**config.mk**
```make
export PLATFORM = sky130hd
export DESIGN_NAME = uart_sort_framer_flat
export DESIGN_NICKNAME = d
export VERILOG_FILES = /design/src/rtl/uart_sort_pkg.sv /design/src/rtl/uart_sort_framer_if.sv /design/src/rtl/uart_sort_framer_tx.sv /design/src/rtl/uart_sort_framer.sv /design/src/flat_wrapper.sv
export SDC_FILE = /design/constraint.sdc
export NUM_CORES = 2
export LEC_CHECK = 0
export CORE_ASPECT_RATIO = 1.25
export CORE_MARGIN = 2
export CORE_UTILIZATION = 30
export CTS_CLUSTER_DIAMETER = 120
export DETAILED_ROUTE_END_ITERATION = 6
export PLACE_DENSITY_LB_ADDON = 0.3
export SKIP_CTS_REPAIR_TIMING = 1
export SYNTH_ARGS = -nofsm -noshare
export SYNTH_HDL_FRONTEND = slang
export SYNTH_SLANG_ARGS = --single-unit
export TNS_END_PERCENT = 5
```
**constraint.sdc**
```tcl
create_clock -name clk -period 4.55 [get_ports clk]
set_clock_uncertainty 0.05 [all_clocks]
set_input_delay 0.91 -clock clk [delete_from_list [all_inputs] [get_ports clk]]
set_output_delay 0.91 -clock clk [all_outputs]
set_load 0.03 [all_outputs]
```
**src/rtl/uart_sort_pkg.sv**
```systemverilog
// Shared constants, status codes and framer states for the UART sort framer.
package uart_sort_pkg;
  localparam logic [7:0] REQ_HDR = 8'hA5;
  localparam logic [7:0] RSP_HDR = 8'h5A;

  localparam logic [7:0] STAT_OK      = 8'h00;
  localparam logic [7:0] STAT_BADLEN  = 8'h01;
  localparam logic [7:0] STAT_BADCSUM = 8'h02;
  localparam logic [7:0] STAT_TMO     = 8'h03;

  typedef enum logic [2:0] {
    ST_IDLE, ST_CMD, ST_LEN, ST_DATA, ST_CSUM, ST_SORT, ST_TX
  } fr_state_e;
endpackage

```
**src/rtl/uart_sort_framer_if.sv**
```systemverilog
// Byte UART and sorter connections of the framer, bundled as one interface.
interface uart_sort_framer_if #(parameter int WIDTH = 32, parameter int DEPTH = 8);
  logic [7:0]       rx_byte;
  logic             rx_valid;
  logic [7:0]       tx_byte;
  logic             tx_valid;
  logic             tx_busy;
  logic             sort_start;
  logic [WIDTH-1:0] unsorted [DEPTH];
  logic [WIDTH-1:0] sorted   [DEPTH];
  logic             sort_done;

  modport master (input rx_byte, rx_valid, tx_busy, sorted, sort_done,
                  output tx_byte, tx_valid, sort_start, unsorted);
  modport slave  (output rx_byte, rx_valid, tx_busy, sorted, sort_done,
                  input tx_byte, tx_valid, sort_start, unsorted);
endinterface

```
**src/rtl/uart_sort_framer_tx.sv**
```systemverilog
// Response serialiser: header, status, length, words MSB-first, XOR checksum.
module uart_frame_tx #(
  parameter int WIDTH = 32,
  parameter int DEPTH = 8
) (
  input  logic             clk,
  input  logic             rst_n,
  input  logic             start_i,
  input  logic [7:0]       hdr_i,
  input  logic [7:0]       stat_i,
  input  logic [7:0]       len_i,
  input  logic [WIDTH-1:0] words_i [DEPTH],
  output logic [7:0]       tx_byte_o,
  output logic             tx_valid_o,
  input  logic             tx_busy_i,
  output logic             done_o
);
  localparam int BPW = WIDTH / 8;
  localparam int WW  = (DEPTH > 1) ? $clog2(DEPTH) : 1;
  localparam int BW  = (BPW > 1) ? $clog2(BPW) : 1;

  logic          act_q, guard_q, tx_valid_q;
  logic [7:0]    tx_byte_q, stat_q, len_q, csum_q, cur_byte;
  logic [15:0]   idx_q, total, last_idx;
  logic [WW-1:0] wcnt_q;
  logic [BW-1:0] bcnt_q;
  logic [WIDTH-1:0] word_sh;
  logic          can, send;

  assign total    = 16'd4 + 16'(len_q) * 16'(BPW);
  assign last_idx = total - 16'd1;
  // busy is masked for two cycles after a strobe to cover the UART's flag latency
  assign can      = !tx_busy_i && !tx_valid_q && !guard_q;
  assign send     = (start_i || (act_q && idx_q != total)) && can;
  assign done_o   = act_q && !start_i && idx_q == total && can;
  assign tx_byte_o  = tx_byte_q;
  assign tx_valid_o = tx_valid_q;

  always_comb begin
    word_sh  = words_i[wcnt_q] << (8 * bcnt_q);
    cur_byte = csum_q;
    if (idx_q == 16'd0)      cur_byte = hdr_i;
    else if (idx_q == 16'd1) cur_byte = stat_q;
    else if (idx_q == 16'd2) cur_byte = len_q;
    else if (idx_q < last_idx) cur_byte = word_sh[WIDTH-1 -: 8];
  end

  always_ff @(posedge clk or negedge rst_n) begin
    if (!rst_n) begin
      act_q <= 1'b0; guard_q <= 1'b0; tx_valid_q <= 1'b0; tx_byte_q <= '0;
      stat_q <= '0; len_q <= '0; csum_q <= '0; idx_q <= '0; wcnt_q <= '0; bcnt_q <= '0;
    end else begin
      guard_q    <= tx_valid_q;
      tx_valid_q <= send;
      if (start_i) begin
        act_q <= 1'b1; stat_q <= stat_i; len_q <= len_i;
        csum_q <= '0; idx_q <= '0; wcnt_q <= '0; bcnt_q <= '0;
      end
      if (send) begin
        tx_byte_q <= cur_byte;
        idx_q     <= idx_q + 16'd1;
        if (!start_i && idx_q >= 16'd1 && idx_q < last_idx) csum_q <= csum_q ^ cur_byte;
        if (!start_i && idx_q >= 16'd3 && idx_q < last_idx) begin
          if (bcnt_q == BW'(BPW - 1)) begin
            bcnt_q <= '0;
            wcnt_q <= wcnt_q + WW'(1);
          end else begin
            bcnt_q <= bcnt_q + BW'(1);
          end
        end
      end
      if (done_o) begin
        act_q <= 1'b0;
        idx_q <= '0;
      end
    end
  end
endmodule

```
**src/rtl/uart_sort_framer.sv**
```systemverilog
// Request parser and sort sequencer; hands responses to uart_frame_tx.
module uart_sort_framer
  import uart_sort_pkg::*;
#(
  parameter int WIDTH       = 32,
  parameter int DEPTH       = 8,
  parameter int TIMEOUT_CYC = 1_000_000
) (
  input  logic               clk,
  input  logic               rst_n,
  uart_sort_framer_if.master bus,
  output logic               busy,
  output logic               rx_drop
);
  localparam int BPW = WIDTH / 8;
  localparam int WW  = (DEPTH > 1) ? $clog2(DEPTH) : 1;
  localparam int BW  = (BPW > 1) ? $clog2(BPW) : 1;
  localparam int TW  = $clog2(TIMEOUT_CYC + 1);

  fr_state_e        state_q, state_d;
  logic             mode_q, mode_d, drop_q, drop_d, ss_q, ss_d;
  logic [7:0]       len_q, len_d, csum_q, csum_d;
  logic [15:0]      cnt_q, cnt_d;
  logic [WW-1:0]    wslot_q, wslot_d;
  logic [BW-1:0]    bcnt_q, bcnt_d;
  logic [TW-1:0]    tmo_q, tmo_d;
  logic [WIDTH-1:0] uns_q [DEPTH];
  logic [WIDTH-1:0] uns_d [DEPTH];
  logic [WIDTH-1:0] res_q [DEPTH];
  logic [WIDTH-1:0] res_d [DEPTH];
  logic [WIDTH-1:0] ord_w [DEPTH];
  logic [WIDTH+7:0] shv;
  logic             in_frame, tmo_exp, tx_start, tx_done;
  logic [7:0]       tx_stat, tx_len;

  assign busy           = (state_q != ST_IDLE);
  assign rx_drop        = drop_q;
  assign bus.sort_start = ss_q;
  assign bus.unsorted   = uns_q;

  // Descending output reads the ascending result from the top slot down.
  for (genvar k = 0; k < DEPTH; k++) begin : g_ord
    assign ord_w[k] = mode_q ? res_q[DEPTH-1-k] : res_q[k];
  end

  assign in_frame = (state_q == ST_CMD) || (state_q == ST_LEN) ||
                    (state_q == ST_DATA) || (state_q == ST_CSUM);
  assign tmo_exp  = in_frame && !bus.rx_valid && (tmo_q == TW'(TIMEOUT_CYC - 1));

  always_comb begin
    state_d = state_q; mode_d = mode_q; drop_d = drop_q; ss_d = 1'b0;
    len_d = len_q; csum_d = csum_q; cnt_d = cnt_q; wslot_d = wslot_q; bcnt_d = bcnt_q;
    tmo_d = tmo_q; uns_d = uns_q; res_d = res_q; shv = '0;
    tx_start = 1'b0; tx_stat = STAT_OK; tx_len = 8'd0;
    if (in_frame) tmo_d = bus.rx_valid ? '0 : tmo_q + TW'(1);
    if (bus.rx_valid && (state_q == ST_SORT || state_q == ST_TX)) drop_d = 1'b1;
    case (state_q)
      ST_IDLE: if (bus.rx_valid && bus.rx_byte == REQ_HDR) begin
        state_d = ST_CMD; tmo_d = '0; cnt_d = '0; wslot_d = '0; bcnt_d = '0;
      end
      ST_CMD: if (bus.rx_valid) begin
        mode_d = bus.rx_byte[0]; csum_d = bus.rx_byte; state_d = ST_LEN;
      end
      ST_LEN: if (bus.rx_valid) begin
        csum_d = csum_q ^ bus.rx_byte;
        len_d  = bus.rx_byte;
        if (bus.rx_byte == 8'd0 || bus.rx_byte > 8'(DEPTH)) begin
          tx_start = 1'b1; tx_stat = STAT_BADLEN; state_d = ST_TX;
        end else begin
          state_d = ST_DATA;
        end
      end
      ST_DATA: if (bus.rx_valid) begin
        csum_d = csum_q ^ bus.rx_byte;
        shv = {uns_q[wslot_q], bus.rx_byte};
        uns_d[wslot_q] = shv[WIDTH-1:0];
        cnt_d = cnt_q + 16'd1;
        if (bcnt_q == BW'(BPW - 1)) begin
          bcnt_d = '0; wslot_d = wslot_q + WW'(1);
        end else begin
          bcnt_d = bcnt_q + BW'(1);
        end
        if (cnt_q == 16'(len_q) * 16'(BPW) - 16'd1) state_d = ST_CSUM;
      end
      ST_CSUM: if (bus.rx_valid) begin
        if (bus.rx_byte != csum_q) begin
          tx_start = 1'b1; tx_stat = STAT_BADCSUM; state_d = ST_TX;
        end else begin
          for (int i = 0; i < DEPTH; i++)
            if (i >= int'(len_q)) uns_d[i] = mode_q ? '0 : '1;
          ss_d = 1'b1; state_d = ST_SORT;
        end
      end
      ST_SORT: if (bus.sort_done) begin
        res_d = bus.sorted; tx_start = 1'b1; tx_len = len_q; state_d = ST_TX;
      end
      ST_TX: if (tx_done) state_d = ST_IDLE;
      default: state_d = ST_IDLE;
    endcase
    if (tmo_exp) begin
      tx_start = 1'b1; tx_stat = STAT_TMO; tx_len = 8'd0; state_d = ST_TX;
    end
  end

  always_ff @(posedge clk or negedge rst_n) begin
    if (!rst_n) begin
      state_q <= ST_IDLE; mode_q <= 1'b0; drop_q <= 1'b0; ss_q <= 1'b0;
      len_q <= '0; csum_q <= '0; cnt_q <= '0; wslot_q <= '0; bcnt_q <= '0; tmo_q <= '0;
      uns_q <= '{default: '0}; res_q <= '{default: '0};
    end else begin
      state_q <= state_d; mode_q <= mode_d; drop_q <= drop_d; ss_q <= ss_d;
      len_q <= len_d; csum_q <= csum_d; cnt_q <= cnt_d; wslot_q <= wslot_d; bcnt_q <= bcnt_d;
      tmo_q <= tmo_d; uns_q <= uns_d; res_q <= res_d;
    end
  end

  uart_frame_tx #(.WIDTH(WIDTH), .DEPTH(DEPTH)) u_tx (
    .clk(clk), .rst_n(rst_n), .start_i(tx_start), .hdr_i(RSP_HDR), .stat_i(tx_stat),
    .len_i(tx_len), .words_i(ord_w), .tx_byte_o(bus.tx_byte), .tx_valid_o(bus.tx_valid),
    .tx_busy_i(bus.tx_busy), .done_o(tx_done)
  );
endmodule

```
**src/flat_wrapper.sv**
```systemverilog
// flat-port wrapper written by rule: the top's interface ports become plain ports
module uart_sort_framer_flat import uart_sort_pkg::*;
#(
  parameter int WIDTH       = 32,
  parameter int DEPTH       = 8,
  parameter int TIMEOUT_CYC = 1_000_000
)
  (clk, rst_n, busy, rx_drop, bus_rx_byte, bus_rx_valid, bus_tx_busy, bus_sorted, bus_sort_done, bus_tx_byte, bus_tx_valid, bus_sort_start, bus_unsorted);
  uart_sort_framer_if #(.WIDTH(WIDTH), .DEPTH(DEPTH)) bus_i ();
  input  logic clk;
  input  logic rst_n;
  output logic busy;
  output logic rx_drop;
  input wire logic [$bits(bus_i.rx_byte)-1:0] bus_rx_byte;
  input wire logic [$bits(bus_i.rx_valid)-1:0] bus_rx_valid;
  input wire logic [$bits(bus_i.tx_busy)-1:0] bus_tx_busy;
  input wire logic [$bits(bus_i.sorted)-1:0] bus_sorted;
  input wire logic [$bits(bus_i.sort_done)-1:0] bus_sort_done;
  output wire logic [$bits(bus_i.tx_byte)-1:0] bus_tx_byte;
  output wire logic [$bits(bus_i.tx_valid)-1:0] bus_tx_valid;
  output wire logic [$bits(bus_i.sort_start)-1:0] bus_sort_start;
  output wire logic [$bits(bus_i.unsorted)-1:0] bus_unsorted;
  assign bus_i.rx_byte = bus_rx_byte;
  assign bus_i.rx_valid = bus_rx_valid;
  assign bus_i.tx_busy = bus_tx_busy;
  assign bus_i.sorted = {>>{bus_sorted}};
  assign bus_i.sort_done = bus_sort_done;
  assign bus_tx_byte = bus_i.tx_byte;
  assign bus_tx_valid = bus_i.tx_valid;
  assign bus_sort_start = bus_i.sort_start;
  assign bus_unsorted = {>>{bus_i.unsorted}};
  uart_sort_framer #(.WIDTH(WIDTH), .DEPTH(DEPTH), .TIMEOUT_CYC(TIMEOUT_CYC)) u_core (.clk(clk), .rst_n(rst_n), .bus(bus_i), .busy(busy), .rx_drop(rx_drop));
endmodule
```
**Word-level counts from Yosys, hierarchy flattened**

Index checks and enable logic that the tools add are counted.

- Flip-flop bits (word level): 631
- Bits in latches: 0
- Bits in writable memories: 0
- Bits in read-only memories: 0
- Input bits: 269
- Logic and storage cells: 256
- Memories kept: 0

- Add/sub/neg operators: 10
- Multiply operators: 0
- Div/mod/pow operators: 0
- Order comparisons: 15
- Equal/unequal tests: 39
- Shifts and indexed selects: 1
- Muxes and demuxes: 99
- Bitwise logic cells: 4
- Reduce and logical (&&, ||, !) cells: 52

Operators with widths:

| cell | number |
|---|---|
| 2-to-1 mux 256 bit | 3 |
| 2-to-1 mux 32 bit | 20 |
| one-hot mux 256 bit (2 select lines) | 1 |
| bitwise mux 256 bit | 1 |
| binary-select mux 32 bit (select 3 bit) | 2 |
| 2-to-1 mux 8 bit | 15 |
| demux 32 bit (select 3 bit) | 1 |
| 2-to-1 mux 16 bit | 5 |
| 2-to-1 mux 20 bit | 4 |
| 2-to-1 mux 3 bit | 17 |
| 2-to-1 mux 24 bit | 2 |
| AND reduction 5 bit | 8 |
| adder 16 x 1 -> 16 bit (second input constant) | 2 |
| >= comparator 3 x 8 -> 1 bit (first input constant) | 4 |
| one-hot mux 16 bit (2 select lines) | 1 |
| one-hot mux 8 bit (2 select lines) | 2 |
| left shift 32 x 5 -> 32 bit | 1 |
| inequality test 2 bit (second input constant) | 13 |
| one-hot mux 3 bit (7 select lines) | 1 |
| adder 20 x 1 -> 20 bit (second input constant) | 1 |
| equality test 20 bit (second input constant) | 1 |
| 2-to-1 mux 2 bit | 9 |
| inequality test 3 x 2 -> 1 bit (second input constant) | 6 |
| equality test 16 x 1 -> 1 bit (second input constant) | 1 |
| 44 further kinds | 99 |

**Logic depth before layout (Yosys ltp)**

- Word-level depth: 14
- Mapped depth: 17
- Gate-level depth less buffers: 16

**By module**

Synthesis repeated with hierarchy kept, for this count alone.

- Cell total of the unflattened synthesis: 3130
- Area total of the unflattened synthesis: 34668.2 um^2

Modules (own cells, without submodules):

| module | instances | cells an instance | area an instance (um^2) | sequential area each (um^2) |
|---|---|---|---|---|
| uart_sort_framer | 1 | 2442 | 28596.2 | 14388.8 |
| uart_frame_tx | 1 | 688 | 6072.1 | 1401.3 |

**Worst setup path before layout**

OpenSTA, ideal clock, no wires.

- Kind: register to register
- Start point: register u_core.u_tx.len_q[0]
- End point: register u_core.u_tx.csum_q[5]
- Library setup time: 0.079 ns
- Arrival time: 3.521 ns
- Setup slack: 0.899 ns
- Cell stages (with the launch flop): 15
- Buffers on the path: 1
- Clock period less this slack: 3.651 ns
- Cells stage by stage: dfrtp_1 -> ha_1 -> xor2_1 -> nor3_1 -> nand4b_1 -> ha_1 -> and4_1 -> a21oi_1 -> a21oi_1 -> or2_2 -> clkbuf_1 -> nor4_1 -> a211oi_1 -> nor4_1 -> mux2i_1

- Cells in the longest elaborated chain, start to end: 10

RTL lines:

| what | line | text |
|---|---|---|
| start, declared | uart_sort_framer_tx.sv:23 | `logic [7:0] tx_byte_q, stat_q, len_q, csum_q, cur_byte;` |
| start signal, assigned | uart_sort_framer_tx.sv:51 | `stat_q <= '0; len_q <= '0; csum_q <= '0; idx_q <= '0; wcnt_q <= '0; bcnt_q <= '0;` |
| start signal, assigned | uart_sort_framer_tx.sv:56 | `act_q <= 1'b1; stat_q <= stat_i; len_q <= len_i;` |
| adder 3 x 10 -> 11 bit (*) | uart_sort_framer_tx.sv:30 | `assign total = 16'd4 + 16'(len_q) * 16'(BPW);` |
| subtractor 11 x 1 -> 12 bit | uart_sort_framer_tx.sv:31 | `assign last_idx = total - 16'd1;` |
| < comparator 16 bit | uart_sort_framer_tx.sv:45, uart_sort_framer_tx.sv:62 |  |
| 2-to-1 mux 8 bit | uart_sort_framer_tx.sv:45 | `else if (idx_q < last_idx) cur_byte = word_sh[WIDTH-1 -: 8];` |
| 2-to-1 mux 8 bit | uart_sort_framer_tx.sv:44 | `else if (idx_q == 16'd2) cur_byte = len_q;` |
| 2-to-1 mux 8 bit | uart_sort_framer_tx.sv:43 | `else if (idx_q == 16'd1) cur_byte = stat_q;` |
| 2-to-1 mux 8 bit | uart_sort_framer_tx.sv:42 | `if (idx_q == 16'd0) cur_byte = hdr_i;` |
| bitwise XOR 8 bit | uart_sort_framer_tx.sv:62 | `if (!start_i && idx_q >= 16'd1 && idx_q < last_idx) csum_q <= csum_q ^ cur_byte;` |
| 2-to-1 mux 8 bit | uart_sort_framer_tx.sv:62 |  |
| 2-to-1 mux 8 bit (*) | uart_sort_framer_tx.sv:59 | `if (send) begin` |
| end signal, assigned | uart_sort_framer_tx.sv:62 |  |
| end, declared | uart_sort_framer_tx.sv:23 |  |

Mark *: on every way between the ends. The rest lies on a longest branch, timed or not.
A chain may end at the register's enable or synchronous reset.

**Worst setup path after layout**

Same ends and word-level chain as after synthesis.

==> reports/qor.yml <==
status: "complete, no violations"
cp-end-kind: "flip-flop"
detail_route.wl_per_cell_um: 23.8
core_region_area_mm2: 0.108
wl_met1_mm: 46.7
floorplan.die.height_um: 374
h-tree-depth: 3
synth.lib_cells_used.distinct: 79
top_achievable_clock_speed_mhz: 240
cp_top_family: "simple AND/OR/NAND/NOR gates"
post_synth_instance_area_mm2: 0.0328
finalWorstPathRequiredPeriod_ns: 4.17
min_period_over_period_pct: 91.6
setup_viol_count_final: 0
required_worst_endpoint_ns: 5.08
rrSetupSlack_ns: 0.38
clk_transition_reported_paths_ns: 0.06
worst_path_largest_cell_delay_ns: 0.50
areaGrowthSynthToFinish_pct: 28.9
drc_errors: 0
timing_hold_violations_final: 0
yosysSeqAreaShare_pct: 47.6
clkSinkCount: 625
ioPinCount: 537
post_synth_net_total: 3394
nets_finish: 3815
grt_usage_pct: 20.8
ys_seq_elements: 625
first_global_vias: 26864
antenna_left: 0
drt-initial-drc-count: 1901
vias_per_cell: 5.38
die-area_mm2: 0.112
per_instance_average_area_after_synthesis_um2: 10.6
rows: 135
clk_latency_ns: 0.65
stages_on_worst_setup_path: 13
grt-ovfl-total: 0
wirelength_mm: 119
top_layer: "met5"
combPwrFrac_pct: 37.8
worst_reg_to_reg_path_cell_count: 13
clock_power_share_pct: 25.2
final-seq-area_mm2: 0.0156
start_util_pct: 30.3
slew_viol_final: 0
antenna_violations_before_repair: 29
die_width_um: 300
hp-class: "in -> async"
timing.critical_path.slowest_stage_cell: "nor3_1"
cts_root_buf: "clkbuf_16"
count_of_buffer_and_inverter_cells_on_the_critical_path: 0
layout-drive-gt1-share_pct: 17.5
numCtsBuffers: 72
wl_met2_mm: 57.9
count_of_flip_flops_with_a_built_in_enable_after_synthesis: 0
timing.critical_path.cells: "ha_1 -> xor2_1 -> nor3_1 -> nand4b_1 -> ha_1 -> and4_1 -> a21oi_1 -> a21oi_1 -> or2_2 -> nor4_1 -> a211oi_1 -> nor4_1 -> mux2i_1"
syn-instance-count: 3095
yosys_most_used_dff: "dfrtp_1"
cellLeakagePower_nw: 17.2
slew_headroom_pct: 24.5
detailroute.wirelength.met3_mm: 10.3
intPower_mw: 15.0
tightest_slew_ns: 1.13
cts_tree: "yes"
drv.max_cap_violation_count: 0
final.hold.worst_slack_ns: 0.206
synth-async-reset-ratio_pct: 100
p_per_area_mw_per_mm2: 566
detailedPlacementHpwl_mm: 84.0
number_of_search_and_repair_iterations_in_the_first_detailed_routing_pass: 5
largest_net_degree_at_the_start_of_global_routing: 155
final.fill_count: 10600
crit_path_start_kind: "flip-flop"
peak_fanout_along_the_critical_path: 9
cp_data_arrival_time_ns: 4.69
power.net_switching_mw: 9.00
worstSetupPathType: "reg -> reg"
power.share.switching_pct: 37.6
power.ir.vdd_worst_mv: 0.313
routed-via-count: 27002
grt_setup_unrepaired: "no"
synth.yosys.warnings: 0
routabilityCongestion: 0.868
port_buffers: 536
power_share_of_the_sequential_group_pct: 36.9
totalNegativeSetupSlack_ns: 0
grt_first_pass_wirelength_mm: 178
clock_tree.buffer_depth: 3
area_used_by_multi_input_combinational_logic_mm2: 0.0161
==> stage by stage <==
step                util [%]  std cells  cell area, µm²  total power, mW  worst slack, ns
floorplan                  -       3095           32800             14.6            0.899
global placement        36.7       4880           39800             17.8            0.436
detailed placement      36.7       4880           39800             18.0            0.344
CTS                     39.0       5009           42300             24.2            0.416
global route            39.0       5013           42300             25.2            0.144
finish                  39.0       5017           42300             24.0            0.384
==> state kept, by name (all words and copies together), names as in the netlist, 16 cells and up <==
register	cells
u_core.bus.unsorted	256
u_core.cnt_q	16
u_core.res_q	256
u_core.tmo_q	20
u_core.u_tx.idx_q	16
==> power by group through the flow <==
stage          Combinational, mW  Clock, mW  Sequential, mW
3_3_place_gp                8.97          0            8.87
4_1_cts                     9.12       6.19            8.84
6_report                    9.07       6.05            8.85
3_5_place_dp                9.08          0            8.94
5_1_grt                     9.76       6.42            9.06
2_1_floorplan               5.95          0            8.64
==> path summary, 6_finish.rpt <==
kind | from | to
max in group asynchronous | rst_n | u_core.res_q[190]
min in group clk | u_core.u_tx.tx_valid_o | u_core.u_tx.guard_q
worst max-delay path | u_core.u_tx.len_q[0] | u_core.u_tx.csum_q[5]
worst min-delay path | rst_n | u_core.bus.unsorted[81]
worst max register to register | u_core.u_tx.len_q[0] | u_core.u_tx.csum_q[5]
worst min register to register | u_core.u_tx.tx_valid_o | u_core.u_tx.guard_q
==> cells by family after synthesis <==
logic type | count (synthesis) | share of synthesized area (%)
flops | 625 | 47.6
compound gates | 747 | 14.7
buf+inv | 296 | 3.68
mux | 442 | 18.9
simple gates | 892 | 12.2
xor+xnor | 63 | 1.73
fa+ha+maj | 30 | 1.14
==> placed cells by master, fill, tap and decap left out, drive strengths merged, types with 42 or more instances in the layout <==
master         Yosys  final
and3              42     42
a22oi             63     63
a21oi            147    147
o21ai            220    220
buf               72     86
clkdlybuf4s50      0    535
clkbuf           202    109
o21a              79     79
dfrtp            625    625
mux4             116    116
o211ai            75     75
nand2            274    274
mux2i             51     51
mux2             275    275
nor2             368    368
==> metal layers <==
layer / vias to the layer above / GRT usage (%)
li1: 12093 / -
met1: 13530 / 25.2
met2: 1125 / 35.1
met3: 212 / 5.83
met4: 42 / 7.75
met5: - / 0
==> Yosys cell counts, types with 39 or more instances <==
cell type	count	area share (%)
dfrtp_1	625	48
nor2_1	368	4.2
mux2_2	275	9.4
nand2_1	274	3.1
o21ai_0	210	3.2
clkbuf_1	202	2.3
a21oi_1	145	2.2
mux4_2	116	8.0
o21a_1	79	1.8
o211ai_1	75	1.7
a22oi_1	63	1.4
mux2i_1	51	1.6
and3_1	42	0.80
a22o_1	39	1.0
nand3_1	39	0.59
nor3_1	39	0.59
==> area by class of cell <==
cell class | count | share of cell area, %
Antenna cell | 8 | 0.0473
Clock buffer | 109 | 5.06
Clock inverter | 20 | 0.742
Inverter | 22 | 0.195
Multi-Input combinational cell | 2174 | 38.0
Sequential cell | 625 | 37.0
Tap cell | 1438 | 4.25
Timing Repair Buffer | 621 | 14.7
==> worst register-to-register path: stages (launching register included) <==
cell and delay [ns]:
dfrtp_1 0.45, ha_1 0.25, xor2_1 0.17, nor3_1 0.50
nand4b_1 0.40, ha_1 0.40, and4_1 0.20, a21oi_1 0.14
a21oi_1 0.09, or2_2 0.39, nor4_1 0.40, a211oi_1 0.12
nor4_1 0.33, mux2i_1 0.21
No activity file was read; power rests on OpenSTA's default activity.
